### src/rtl/fifo_pkg.sv
// Shared sizing helpers and threshold limits for the synchronous FIFO family.
package fifo_pkg;

  localparam int AF_LEVEL_MIN = 1;
  localparam int AE_LEVEL_MIN = 0;

  function automatic int fifo_depth(input int addr_width);
    return 1 << addr_width;
  endfunction

  // One extra pointer bit separates the full and empty cases when the low bits match.
  function automatic int ptr_width(input int addr_width);
    return addr_width + 1;
  endfunction

  function automatic int cnt_width(input int addr_width);
    return addr_width + 1;
  endfunction

endpackage

### src/rtl/fifo_mem_2p.sv
// Two-port storage array: synchronous write, asynchronous read for FWFT output.
module fifo_mem_2p
  import fifo_pkg::*;
#(
  parameter int DATA_WIDTH = 8,
  parameter int ADDR_WIDTH = 3
) (
  input  logic                  clk,
  input  logic                  we,
  input  logic [ADDR_WIDTH-1:0] w_addr,
  input  logic [ADDR_WIDTH-1:0] r_addr,
  input  logic [DATA_WIDTH-1:0] d,
  output logic [DATA_WIDTH-1:0] q
);

  localparam int DEPTH = fifo_depth(ADDR_WIDTH);

  logic [DATA_WIDTH-1:0] mem [DEPTH];

  always_ff @(posedge clk) begin
    if (we) mem[w_addr] <= d;
  end

  assign q = mem[r_addr];

endmodule

### src/rtl/fifo_sync_param.sv
// Parametrised single-clock FWFT FIFO with fill count, threshold flags and sticky error flags.
module fifo_sync_param
  import fifo_pkg::*;
#(
  parameter int DATA_WIDTH = 8,
  parameter int ADDR_WIDTH = 3,
  parameter int AF_LEVEL   = 6,
  parameter int AE_LEVEL   = 2
) (
  input  logic                  clk,
  input  logic                  reset,
  input  logic                  wr_en,
  input  logic [DATA_WIDTH-1:0] wr_data,
  input  logic                  rd_en,
  input  logic                  clr_err,
  output logic [DATA_WIDTH-1:0] rd_data,
  output logic                  full,
  output logic                  empty,
  output logic                  almost_full,
  output logic                  almost_empty,
  output logic [ADDR_WIDTH:0]   count,
  output logic                  overflow,
  output logic                  underflow
);

  localparam int DEPTH = fifo_depth(ADDR_WIDTH);
  localparam int PW    = ptr_width(ADDR_WIDTH);
  localparam int CW    = cnt_width(ADDR_WIDTH);

  localparam logic [CW-1:0] DEPTH_C = CW'(DEPTH);
  localparam logic [CW-1:0] AF_THR  = CW'(AF_LEVEL);
  localparam logic [CW-1:0] AE_THR  = CW'(AE_LEVEL);

  if (AF_LEVEL < AF_LEVEL_MIN || AF_LEVEL > DEPTH) begin : g_af_range
    $error("fifo_sync_param: AF_LEVEL out of range 1..DEPTH");
  end
  if (AE_LEVEL < AE_LEVEL_MIN || AE_LEVEL > DEPTH - 1) begin : g_ae_range
    $error("fifo_sync_param: AE_LEVEL out of range 0..DEPTH-1");
  end

  logic [PW-1:0] wr_ptr, rd_ptr;
  logic [CW-1:0] count_next;
  logic          wr_ok, rd_ok;

  // A write at full is only taken when the head is popped in the same cycle.
  assign wr_ok = wr_en & (~full | rd_en);
  assign rd_ok = rd_en & ~empty;

  always_comb begin
    count_next = count;
    unique case ({wr_ok, rd_ok})
      2'b10:   count_next = count + 1'b1;
      2'b01:   count_next = count - 1'b1;
      default: count_next = count;
    endcase
  end

  always_ff @(posedge clk or posedge reset) begin
    if (reset) begin
      wr_ptr       <= '0;
      rd_ptr       <= '0;
      count        <= '0;
      empty        <= 1'b1;
      full         <= 1'b0;
      almost_empty <= 1'b1;
      almost_full  <= 1'b0;
      overflow     <= 1'b0;
      underflow    <= 1'b0;
    end else begin
      if (wr_ok) wr_ptr <= wr_ptr + 1'b1;
      if (rd_ok) rd_ptr <= rd_ptr + 1'b1;
      count        <= count_next;
      empty        <= (count_next == '0);
      full         <= (count_next == DEPTH_C);
      almost_empty <= (count_next <= AE_THR);
      almost_full  <= (count_next >= AF_THR);
      // A fresh error outranks a clear arriving in the same cycle.
      if (wr_en & full & ~rd_en) overflow <= 1'b1;
      else if (clr_err)          overflow <= 1'b0;
      if (rd_en & empty)         underflow <= 1'b1;
      else if (clr_err)          underflow <= 1'b0;
    end
  end

  fifo_mem_2p #(
    .DATA_WIDTH(DATA_WIDTH),
    .ADDR_WIDTH(ADDR_WIDTH)
  ) u_mem (
    .clk   (clk),
    .we    (wr_ok & ~reset),
    .w_addr(wr_ptr[ADDR_WIDTH-1:0]),
    .r_addr(rd_ptr[ADDR_WIDTH-1:0]),
    .d     (wr_data),
    .q     (rd_data)
  );

endmodule

### config.mk
export PLATFORM = sky130hd
export DESIGN_NAME = fifo_sync_param
export DESIGN_NICKNAME = d
export VERILOG_FILES = /design/src/rtl/fifo_pkg.sv /design/src/rtl/fifo_mem_2p.sv /design/src/rtl/fifo_sync_param.sv
export SDC_FILE = /design/constraint.sdc
export NUM_CORES = 1
export LEC_CHECK = 0
export ABC_CLOCK_PERIOD_IN_PS = 6600
export CORE_MARGIN = 8
export CORE_UTILIZATION = 30
export CTS_BUF_LIST = sky130_fd_sc_hd__clkbuf_8
export DETAILED_ROUTE_END_ITERATION = 7
export SYNTH_ARGS = -nofsm -noshare
export SYNTH_HDL_FRONTEND = slang
export SYNTH_SLANG_ARGS = --single-unit
### constraint.sdc
create_clock -name clk -period 6.6 [get_ports clk]
set_input_delay 1.65 -clock clk [delete_from_list [all_inputs] [get_ports clk]]
set_output_delay 1.65 -clock clk [all_outputs]
set_load 0.01 [all_outputs]
==> impl_results.html <==
<table>
<tr><th>Metric</th><th>Value</th></tr>
<tr><th colspan="2">Power</th></tr>
<tr><td>Combinational share of power</td><td>~31%</td></tr>
<tr><td>Sequential group share of total power</td><td>a little under half</td></tr>
<tr><td>Total chip power</td><td>1.61 mW</td></tr>
<tr><td>Peak supply drop</td><td>approximately 0.26 mV</td></tr>
<tr><td>Clock group share of total power</td><td>approximately 22%</td></tr>
<tr><td>Cell Int Power</td><td>roughly 1.1 mW</td></tr>
<tr><td>P_leak</td><td>approximately 1.3 nW</td></tr>
<tr><td>Switch Pwr</td><td>just under 0.5 mW</td></tr>
<tr><td>Sw Ratio</td><td>about 31%</td></tr>
<tr><td>Power per cell area</td><td>413 nW/um2</td></tr>
<tr><th colspan="2">Synth</th></tr>
<tr><td>Unique cell type count in the Yosys netlist</td><td>32</td></tr>
<tr><td>Most used flip-flop cell after synthesis</td><td>sky130_fd_sc_hd__edfxtp_1</td></tr>
<tr><td>Synthesized instance count</td><td>165</td></tr>
<tr><td>Sequential cell area fraction in the yosys report</td><td>between 70 and 80%</td></tr>
<tr><td>Synth Cell Area</td><td>~3200 um2</td></tr>
<tr><td>Syn nets</td><td>approximately 180</td></tr>
<tr><td>Count of warnings emitted by yosys</td><td>0</td></tr>
<tr><td>Number of enable flip-flop cells after synthesis</td><td>64</td></tr>
<tr><td>Register bit total from synthesis</td><td>80</td></tr>
<tr><td>Avg Cell Area, Syn</td><td>19.4 um2</td></tr>
<tr><td>Share of synthesized registers carrying an async set or reset</td><td>20.0%</td></tr>
<tr><th colspan="2">Clock tree</th></tr>
<tr><td>Setup Fix Bufs, Post-CTS</td><td>0</td></tr>
<tr><td>Clock tree sinks</td><td>80</td></tr>
<tr><td>Number of clock buffers inserted by TritonCTS</td><td>9</td></tr>
<tr><td>Source-to-sink clock delay at the later pin of the worst-skew pair</td><td>between 0.3 and 0.4 ns</td></tr>
<tr><td>Number of buffers between clock root and the deepest sink</td><td>2</td></tr>
<tr><td>Number of levels in the clock H-tree</td><td>3</td></tr>
<tr><td>Number of buffers inserted by hold repair at cts</td><td>0</td></tr>
<tr><td>Resized Gates After CTS</td><td>0</td></tr>
<tr><td>Clock transition time at the flip-flop clock pins of the worst setup and hold paths</td><td>about 0.08 ns</td></tr>
<tr><td>Library cell used as clock root buffer</td><td>sky130_fd_sc_hd__clkbuf_8</td></tr>
<tr><td>Clock tree from TritonCTS</td><td>yes</td></tr>
<tr><th colspan="2">Timing</th></tr>
<tr><td>Relative slew margins</td><td>26.3%</td></tr>
<tr><td>Final critical delay including setup and external delays</td><td>4.47 ns</td></tr>
<tr><td>Transition at the pin with the smallest max-transition slack</td><td>1.11 ns</td></tr>
<tr><td>Number of setup violations in the final report</td><td>0</td></tr>
<tr><td>Final Hold Violating Endpoints</td><td>0</td></tr>
<tr><td>Final Cycle Share</td><td>around two thirds</td></tr>
<tr><td>Final Skew</td><td>roughly 0.0066 ns</td></tr>
<tr><td>Setup repair after global routing missed its margin</td><td>false</td></tr>
<tr><td>Fin. max-slew vios</td><td>0</td></tr>
<tr><td>Fin Setup TNS</td><td>0 ns</td></tr>
<tr><td>Worst Setup Slack, final</td><td>2.13 ns</td></tr>
<tr><td>Timing-limited maximum frequency</td><td>about 220 MHz</td></tr>
<tr><th colspan="2">Critical path</th></tr>
<tr><td>CP Launch Type</td><td>register</td></tr>
<tr><td>Endpoint kind of the worst setup timing path</td><td>output port</td></tr>
<tr><td>Crit Path Category</td><td>register to output port</td></tr>
<tr><td>WP data arrival</td><td>approximately 2.8 ns</td></tr>
<tr><td>Highest net fanout along the worst path</td><td>18</td></tr>
<tr><td>Data required time at the worst endpoint</td><td>slightly below 5 ns</td></tr>
<tr><th colspan="2">Floorplanning</th></tr>
<tr><td>Number of top-level design ports</td><td>31</td></tr>
<tr><td>Initial core utilization</td><td>~31%</td></tr>
<tr><td>Chip Width</td><td>about 120 um</td></tr>
<tr><td>Die area</td><td>roughly 14,000 um2</td></tr>
<tr><td>Core area</td><td>around 10,000 um2</td></tr>
<tr><td>Vertical die dimension</td><td>119 um</td></tr>
<tr><td>Number of core rows</td><td>37</td></tr>
<tr><th colspan="2">Route</th></tr>
<tr><td>Number of optimization iterations in the first detailed-route pass</td><td>4</td></tr>
<tr><td>Post-detailed-route DRC marker count</td><td>0</td></tr>
<tr><td>Detailed-route vias per instance</td><td>4.60</td></tr>
<tr><td>Number of DRC markers after the initial detailed-route iteration</td><td>66</td></tr>
<tr><td>Total number of vias</td><td>about 1,600</td></tr>
<tr><td>Antenna-violating nets left</td><td>0</td></tr>
<tr><td>WL per Instance</td><td>~18 um</td></tr>
<tr><td>Routed wire length</td><td>6080 um</td></tr>
<tr><th colspan="2">Placement</th></tr>
<tr><td>Number of port buffers</td><td>30</td></tr>
<tr><td>Worst-case setup slack after placement</td><td>roughly 2.3 ns</td></tr>
<tr><td>Instance area after placement</td><td>about 3700 um2</td></tr>
<tr><td>Hpwl dp</td><td>around 3900 um</td></tr>
<tr><td>Routability congestion estimate from global placement</td><td>roughly 0.72</td></tr>
<tr><th colspan="2">Min path</th></tr>
<tr><td>Class of the worst hold path</td><td>register to register</td></tr>
<tr><th colspan="2">Global routing</th></tr>
<tr><td>Global-route wire length before repair</td><td>around 9400 um</td></tr>
<tr><td>Number of global-route vias before repair</td><td>roughly 1,700</td></tr>
<tr><td>Initial antenna violation count</td><td>0</td></tr>
<tr><td>Total congestion overflow after global routing</td><td>0</td></tr>
<tr><td>All-Layer GR Usage</td><td>~8.9%</td></tr>
<tr><td>Pin count of the biggest net entering global routing</td><td>19</td></tr>
<tr><th colspan="2">Finish</th></tr>
<tr><td>Layout overhead on the synthesized area</td><td>21.4%</td></tr>
<tr><td>Total number of nets in the final design</td><td>220</td></tr>
<tr><td>Area of all sequential standard cells</td><td>2320 um2</td></tr>
<tr><td>Final cell area excluding filler cells</td><td>about 4000 um2</td></tr>
<tr><td>Share of final-layout standard cells stronger than drive strength 1</td><td>26.9%</td></tr>
<tr><td>Utilization of the core after routing</td><td>between 30% and 40%</td></tr>
<tr><td>Count of antenna diodes in the layout</td><td>0</td></tr>
<tr><td>FILL cells</td><td>just under 1,000</td></tr>
<tr><td>Area of the multi-input gates</td><td>between 800 and 900 um2</td></tr>
<tr><th colspan="2">Job</th></tr>
<tr><td>Number of maximum-capacitance constraint violations</td><td>0</td></tr>
<tr><th colspan="2">Status</th></tr>
<tr><td>Outcome</td><td>finished, final reports clean</td></tr>
</table>
## flip-flops by register name, summed over array words and instances, names as in the netlist
name / count
u_mem.mem: 64
count: 4
rd_ptr: 3
wr_ptr: 3
almost_empty: 1
almost_full: 1
empty: 1
full: 1
overflow: 1
underflow: 1
## critical path, stage by stage (launching register included)
cell                              delay (ns)
sky130_fd_sc_hd__dfrtp_1                1.08
sky130_fd_sc_hd__mux4_2                 0.62
sky130_fd_sc_hd__mux2_2                 0.29
sky130_fd_sc_hd__clkdlybuf4s50_1        0.48
## routing by layer
| metal | track usage [%] | wire length [um] | part of all wire (%) |
|---|---|---|---|
| met3 | 2.83 | 217 | 3.6 |
| met2 | 13.9 | 2950 | 49 |
| met4 | 4.22 | 78 | 1.3 |
| met1 | 10.9 | 2840 | 47 |
| met5 | 0 | 0 | 0 |
## logic make-up (layout without fill, tap and decap cells)
family	count (synthesis)	after routing	share of synthesized area [%]
fa+ha+maj	4	4	1.56
simple gates	29	29	5.34
mux	28	28	15.4
buf+inv	9	52	1.13
flops	80	80	72.5
compound gates	6	6	1.37
xor+xnor	9	9	2.69
## power by group through the flow
stage | clock (mW) | sequential [mW] | combinational, mW
final | 0.359 | 0.747 | 0.503
after global routing | 0.387 | 0.768 | 0.547
after CTS | 0.367 | 0.753 | 0.517
after detailed placement | 0 | 0.764 | 0.515
after global placement | 0 | 0.758 | 0.515
after floorplan | 0 | 0.690 | 0.356
## path summary, 6_finish.rpt
| check | slack, ns | depth (start not counted) | startpoint | endpoint |
|---|---|---|---|---|
| max in group asynchronous | 4.39 | 2 | reset | rd_ptr[2]$_DFFE_PP0P_ |
| worst min register to register | 0.54 | 2 | underflow$_DFFE_PP0P_ | underflow$_DFFE_PP0P_ |
| min in group asynchronous | 1.80 | 2 | reset | wr_ptr[1]$_DFFE_PP0P_ |
| worst min-delay path | 0.54 | 2 | underflow$_DFFE_PP0P_ | underflow$_DFFE_PP0P_ |
| worst max-delay path | 2.13 | 3 | rd_ptr[0]$_DFFE_PP0P_ | rd_data[2] |
| worst max register to register | 4.10 | 7 | full$_DFF_PP0_ | full$_DFF_PP0_ |
## cell usage after synthesis, types with 2 or more instances
library cell | n | area (um2)
sky130_fd_sc_hd__edfxtp_1 | 64 | 1920
sky130_fd_sc_hd__mux4_2 | 16 | 360
sky130_fd_sc_hd__dfrtp_1 | 14 | 350
sky130_fd_sc_hd__mux2_2 | 11 | 124
sky130_fd_sc_hd__nand2_1 | 6 | 22.5
sky130_fd_sc_hd__nor2_1 | 6 | 22.5
sky130_fd_sc_hd__ha_1 | 4 | 50.1
sky130_fd_sc_hd__inv_1 | 4 | 15.0
sky130_fd_sc_hd__xnor2_1 | 4 | 35.0
sky130_fd_sc_hd__xor2_1 | 4 | 35.0
sky130_fd_sc_hd__nand3_1 | 3 | 15.0
sky130_fd_sc_hd__nor3_1 | 3 | 15.0
sky130_fd_sc_hd__buf_2 | 2 | 10.0
sky130_fd_sc_hd__clkbuf_1 | 2 | 7.51
sky130_fd_sc_hd__dfstp_2 | 2 | 52.6
sky130_fd_sc_hd__nor2b_1 | 2 | 12.5
sky130_fd_sc_hd__nor4_1 | 2 | 12.5
sky130_fd_sc_hd__nor4b_1 | 2 | 17.5
## cell type report
class,count,share of cell area (%)
Tap cell,136,4.37
Clock buffer,9,3.18
Inverter,4,0.386
Multi-Input combinational cell,76,22.4
Timing Repair Buffer,32,8.10
Sequential cell,80,59.7
Clock inverter,7,1.83
## per-stage QoR
stage | hold slack [ns] | cells
3_5_place_dp | 0.533 | 328
6_report | 0.542 | 344
3_3_place_gp | 0.526 | 328
5_1_grt | 0.587 | 344
4_1_cts | 0.545 | 344
2_1_floorplan | 0.504 | 165
## placed cells by master, fill, tap and decap left out, types with 2 or more instances in the layout
| master | netlist | routed |
|---|---|---|
| sky130_fd_sc_hd__nor2_1 | 6 | 6 |
| sky130_fd_sc_hd__inv_1 | 4 | 5 |
| sky130_fd_sc_hd__nand2_1 | 6 | 6 |
| sky130_fd_sc_hd__clkdlybuf4s50_1 | 0 | 30 |
| sky130_fd_sc_hd__clkinvlp_4 | 0 | 2 |
| sky130_fd_sc_hd__xnor2_1 | 4 | 4 |
| sky130_fd_sc_hd__nor2b_1 | 2 | 2 |
| sky130_fd_sc_hd__mux4_2 | 16 | 16 |
| sky130_fd_sc_hd__dfrtp_1 | 14 | 14 |
| sky130_fd_sc_hd__inv_6 | 0 | 2 |
| sky130_fd_sc_hd__clkbuf_8 | 0 | 9 |
| sky130_fd_sc_hd__nor4b_2 | 1 | 2 |
| sky130_fd_sc_hd__xor2_1 | 4 | 4 |
| sky130_fd_sc_hd__edfxtp_1 | 64 | 64 |
| sky130_fd_sc_hd__buf_4 | 0 | 2 |
| sky130_fd_sc_hd__dfstp_2 | 2 | 2 |
| sky130_fd_sc_hd__mux2_2 | 11 | 11 |
| sky130_fd_sc_hd__nand3_1 | 3 | 3 |
| sky130_fd_sc_hd__nor3_2 | 0 | 3 |
| sky130_fd_sc_hd__ha_1 | 4 | 4 |
(Power assumes the default switching activity.)
